## src/rtl/uc_multiciclo.sv

```systemverilog
// Multicycle control unit: IDLE/FETCH/EXEC/HALT sequencer with opcode decode, run/halt handshake, retired count.
// Latency: one instruction every 2 clocks (FETCH then EXEC); decoded controls are combinational in EXEC only.
// No backpressure: start is sampled only in IDLE/HALT; UC_ILLEGAL_TRAP_EN makes illegal opcodes halt instead of NOP.
module uc_multiciclo #(
  parameter int CNT_W      = 16,
  parameter bit AUTO_START = 1'b0
) (
  input  logic             clk,
  input  logic             reset,
  input  logic             start,
  input  logic [5:0]       Opcode,
  input  logic             z,
  output logic             s_inc,
  output logic             s_inm,
  output logic             we3,
  output logic             wez,
  output logic [2:0]       Op,
  output logic             pc_en,
  output logic             halted,
  output logic             illegal,
  output logic [CNT_W-1:0] icount
);

  typedef enum logic [1:0] {
    IDLE  = 2'd0,
    FETCH = 2'd1,
    EXEC  = 2'd2,
    HALT  = 2'd3
  } state_t;

  state_t state, state_nxt;
  logic   illegal_op;

  always_ff @(posedge clk or negedge reset) begin
    if (!reset) begin
      state   <= IDLE;
      icount  <= '0;
      illegal <= 1'b0;
    end else begin
      state <= state_nxt;
      if (state == EXEC) begin
        if (icount != {CNT_W{1'b1}})
          icount <= icount + CNT_W'(1);
        if (illegal_op)
          illegal <= 1'b1;
      end
    end
  end

  always_comb begin
    state_nxt  = state;
    s_inc      = 1'b1;
    s_inm      = 1'b0;
    we3        = 1'b0;
    wez        = 1'b0;
    Op         = 3'b000;
    pc_en      = 1'b0;
    halted     = 1'b0;
    illegal_op = 1'b0;
    case (state)
      IDLE: begin
        if (start || AUTO_START)
          state_nxt = FETCH;
      end
      FETCH: state_nxt = EXEC;
      EXEC: begin
        pc_en     = 1'b1;
        state_nxt = FETCH;
        if (Opcode[5]) begin
          Op  = Opcode[4:2];
          we3 = 1'b1;
          wez = 1'b1;
        end else if (Opcode[4:2] == 3'b000) begin
          s_inm = 1'b1;
          we3   = 1'b1;
        end else begin
          case (Opcode)
            6'b000100: s_inc = 1'b0;
            6'b000101: s_inc = ~z;
            6'b000110: s_inc = z;
            6'b000111: s_inc = 1'b1;
            6'b001111: state_nxt = HALT;
            default: begin
              // Unknown opcodes retire with no side effects other than the sticky flag.
              illegal_op = 1'b1;
`ifdef UC_ILLEGAL_TRAP_EN
              state_nxt  = HALT;
`endif
            end
          endcase
        end
      end
      HALT: begin
        halted = 1'b1;
        if (start)
          state_nxt = FETCH;
      end
      default: state_nxt = IDLE;
    endcase
  end

endmodule

```

## config.mk

```make
export PLATFORM = sky130hd
export DESIGN_NAME = uc_multiciclo
export DESIGN_NICKNAME = d
export VERILOG_FILES = /design/src/rtl/uc_multiciclo.sv
export SDC_FILE = /design/constraint.sdc
export NUM_CORES = 1
export LEC_CHECK = 0
export ABC_AREA = 1
export CAP_MARGIN = 20
export CORE_UTILIZATION = 30
export DETAILED_ROUTE_END_ITERATION = 7
export DONT_BUFFER_PORTS = 1
export PLACE_DENSITY = 0.53
export REMOVE_ABC_BUFFERS = 1
export SLEW_MARGIN = 20
export SYNTH_ARGS = -nofsm -noshare
export SYNTH_HDL_FRONTEND = slang
export SYNTH_SLANG_ARGS = --single-unit
export TNS_END_PERCENT = 1
```

## constraint.sdc

```tcl
create_clock -name clk -period 1.45 [get_ports clk]
set_clock_uncertainty 0.15 [all_clocks]
set_input_delay 0.0725 -clock clk [delete_from_list [all_inputs] [get_ports clk]]
set_output_delay 0.0725 -clock clk [all_outputs]
set_load 0.01 [all_outputs]
```

Word level (Yosys, flattened, before mapping)
Cells that the tools add are included.
- add/subtract/negate cells: 1
- equality and inequality tests: 10
- muxes and demuxes: 24
- bitwise logic cells: 1
- reductions and logical operators: 6
- operator list (cell ; count):
    equality test 6 x 3 -> 1 bit (second input constant) ; 4
    adder 16 x 1 -> 16 bit (second input constant) ; 1
    two-way mux 1 bit ; 16
    != test 16 bit (second input constant) ; 1
    two-way mux 2 bit ; 4
    equality test 6 x 4 -> 1 bit (second input constant) ; 1
    two-way mux 3 bit ; 2
    case mux 2 bit (3 select lines) ; 1
    OR reduction 5 bit ; 1
    equality test 2 bit (second input constant) ; 2
    AND reduction 2 bit ; 2
    zero test 3 bit ; 1
    case mux 1 bit (3 select lines) ; 1
    equality test 2 x 1 -> 1 bit (second input constant) ; 1
    zero test 2 bit ; 1
    != test 2 x 1 -> 1 bit (second input constant) ; 1
    OR reduction 2 bit ; 1
    inverter 1 bit ; 1
- register bits: 19
- bits of input ports: 10
- logic and storage cells: 45

Logic depth before layout (Yosys ltp)
- depth in word-level cells: 7
- gate-level depth with buffers: 9
- mapped depth without buffers: 8

Worst setup path after synthesis
OpenSTA, ideal clock, no wires.
- path type: reg-to-reg
- start point: register icount[0]
- end point: register icount[10]
- arrival: 1.438 ns
- slack: -0.254 ns
- stages on the path, launching flop included: 10
- clock period less this slack: 1.704 ns
- cells stage by stage: dfrtp_1 -> ha_1 -> inv_2 -> nor2_4 -> nand2_4 -> nor2_4 -> nor2_4 -> buf_6 -> nand2_1 -> nand2_1
- longest elaborated chain between the ends: 2
- elaborated cells between the ends (all ways): 3
- RTL lines (what ; line ; RTL):
    from (decl) ; 21 ; output logic [CNT_W-1:0] icount
    from (signal assigned) ; 43 ; icount <= icount + CNT_W'(1);
    branches (longest 2 deep; another with adder 16 x 1 -> 16 bit) ; -- ;
Parallel ways; which one is timed is not known.
A chain may end at the register's enable or synchronous reset.

Worst setup path in the final report
- start point: register state[0]
- end point: output s_inm
- longest elaborated chain between the ends: 2
- RTL lines (what ; line ; RTL):
    from (decl) ; 31 ; state_t state, state_nxt;
    from (signal assigned) ; 40 ; state <= state_nxt;
    equality test 2 bit ; 60 ; case (state)
    two-way mux 1 bit ; 60 ;
    to (decl) ; 14 ; output logic s_inm,
No other way between the ends.

==> reports/metrics.yaml <==
timing:
  setup_violations: 5
  period_needed_ps: 1520
  rsz0062_at_grt: "true"
  hold_ws_ps: -44.3
  fin_tns_setup_ps: -182
  fmax_ghz: 0.659
  finalWorstSetupSlack_ps: -67.9
  hold_viol_final: 2
  slew_violations: 0
  tightest_slew_ps: 955
  slew_headroom_pct: 36.1
  post-route-period-util_pct: 105
yosys:
  avgSynthCellArea_sq_um: 6.75
  ys_types: 20
  syn_inst: 197
  ys_seq_area_share_pct: 35.7
  yosys-top-cells-area: "dfrtp_1 (36%), nand2_1 (21%), inv_1 (7.3%), nor2_1 (6.5%), nand3_1 (4.5%)"
  synth_top_area_share_pct: 35.7
  yosys_register_bits: 19
  netlist_area_sq_um: 1330
  yosys.area.top_type: "dfrtp_1"
  yosysWarnings: 0
route:
  post_drt_wl_per_cell_um: 11.6
  via_per_inst: 4.61
  drtAntennaViolNets: 0
  routed_wirelength_um: 3440
  vias: 1364
  drc_errors: 0
  drt_iter0_drc: 48
  firstDrtPassIters: 4
die:
  rows: 23
  die_w_um: 68.6
  io_pins: 36
  start_util_pct: 32.3
  die_y_um: 68.6
  coreArea_sq_um: 4120
  die-area_sq_um: 4700
setup_path:
  cp.arrival_ps: 1300
  r2r_slack_ps: 30
  worst_path_largest_cell_delay_ps: 380
  crit_type: "reg2out"
  end_kind: "primary output"
  r2r_end: "icount[2]"
  startpoint_type: "flop"
  crit_buf_inv: 4
  r2r_cells: 7
  crit_family: "flip-flops"
  crit_fanout: 4
  slowest_stage: "dfrtp_1"
  required_ps: 1230
  reg2reg_from: "icount[0]"
  path_cells: "inv_1 > ha_2 > inv_2 > buf_6 > nor3_2 > buf_4"
power:
  vdd_drop_max_v: 0.000902
  p_leak_nw: 0.891
  total_power_mw: 2.27
  powerDensity_nw_per_um2: 1210
global_routing:
  use_met3_pct: 4.61
  grtUsageMet1_pct: 20.9
  met2_usage_pct: 27.7
  antenna_found_initial: 0
  top_usage_layer: "met2"
  grtUsageTotal_pct: 16.3
  grt_max_degree: 20
  grt_overflow_total: 0
  grt_pass1_vias: 1271
  grt_pass1_wl_um: 5700
place:
  dpl.hpwl_um: 2660
  place_congestion: 0.760
  io_buffer_count: 0
finish:
  layout_common_cells: "nand2_1 (69), buf_4 (37), inv_1 (24), dfrtp_1 (19), nor2_1 (12)"
  layout-drive-gt1-share_pct: 31.3
  diodes: 0
  final_common_cell: "nand2_1"
  area_delta_synth_final_pct: 40.9
  fin_nets: 261
worst_hold_path:
  hold_path.class: "in2reg"
  min_path_cells: 4
  min_to: "illegal"
  hp-start: "Opcode[4]"
clock_tree:
  clock_latency_ps: 260
  clock_sinks: 19
  cts_root_buf: "clkbuf_8"
  cts_buffers: 3
  clk_path_buf_depth: 2
  clkTransAtPathRegs_ps: 80
  cts-hold-fix-buffers: 6
  cts_tree: "built"
  h-tree-depth: 1
outcome:
  violations: "hold timing, setup timing"
  status: "complete, but fails checks"
job:
  drv_cap: 0
-- registers in the layout, summed over array words and instances (netlist names) --
| register | flops |
|---|---|
| icount | 16 |
| state | 2 |
| illegal | 1 |
-- what timing repair did --
item / in CTS / in global routing
resized for setup: 18 / 14
hold endpoints to repair: 22 / 1
endpoints found under the setup margin: 22 / 24
pin swaps: 7 / 6
buffers inserted: 5 / 0
-- area by class of cell --
| cell class | count | area, sq um |
|---|---|---|
| Clock buffer | 4 | 45.0 |
| Fill cell | 437 | 2240 |
| Inverter | 27 | 101 |
| Multi-Input combinational cell | 149 | 807 |
| Sequential cell | 19 | 475 |
| Tap cell | 50 | 62.6 |
| Timing Repair Buffer | 47 | 383 |
-- kinds of logic after synthesis --
group,Yosys count,share of synthesized area (%)
and+or+nand+nor,125,41.1
buffers and inverters,29,9.31
DFF,19,35.7
AOI/OAI and AO/OA,16,7.43
xor gates and xnor gates,4,2.63
adders and majority gates,4,3.76
-- per-layer routing --
layer | share of wire, % | vias up
met3 | 5.5 | 2
met2 | 48 | 32
met1 | 46 | 612
met5 | 0 | -
li1 | - | 718
met4 | 0.55 | 0
-- stage by stage --
| stage | hold slack, ps | area, sq um | setup WS [ps] | utilization [%] | cells |
|---|---|---|---|---|---|
| finish | -44.3 | 1870 | -67.9 | 45.5 | 296 |
| global placement | -373 | 1640 | -149 | 39.9 | 281 |
| floorplan | -373 | 1310 | -264 | - | 195 |
| detailed placement | -373 | 1640 | -198 | 39.9 | 281 |
| global route | -11.7 | 1870 | -114 | 45.5 | 296 |
| CTS | -29.5 | 1830 | -98.2 | 44.5 | 296 |
-- Yosys cell counts, drive strengths merged --
library cell	count
xnor2	2
dfrtp	19
nor3	4
ha	4
xor2	2
buf	2
o21ai	14
nand4	7
inv	27
nor2	27
nand2	75
nand3	12
a211o	1
a21oi	1
-- where the power goes --
group          internal, mW  switching (mW)  total, mW
clock network         0.196           0.189      0.385
logic                 0.552           0.647       1.20
registers             0.624          0.0656      0.689
total                  1.37           0.901       2.27
-- how the worst max path moves through the flow --
stage / startpoint / to / slack [ps] / depth (start not counted)
floorplan: icount[0] / icount[2] / -260 / 6
CTS: state[0] / s_inm / -100 / 6
global route: state[0] / s_inm / -110 / 6
global placement: icount[0] / icount[3] / -150 / 8
finish: state[0] / s_inm / -70 / 6
detailed placement: icount[0] / icount[3] / -200 / 8
-- worst register-to-register path: stages (launching register included) --
cell     delay [ps]
dfrtp_1         360
ha_2            190
inv_2            40
nor2_4          100
nand2_4          80
o21ai_2         180
buf_6           150
o21ai_0          70
Note: power is estimated with default switching activity, not from simulation.
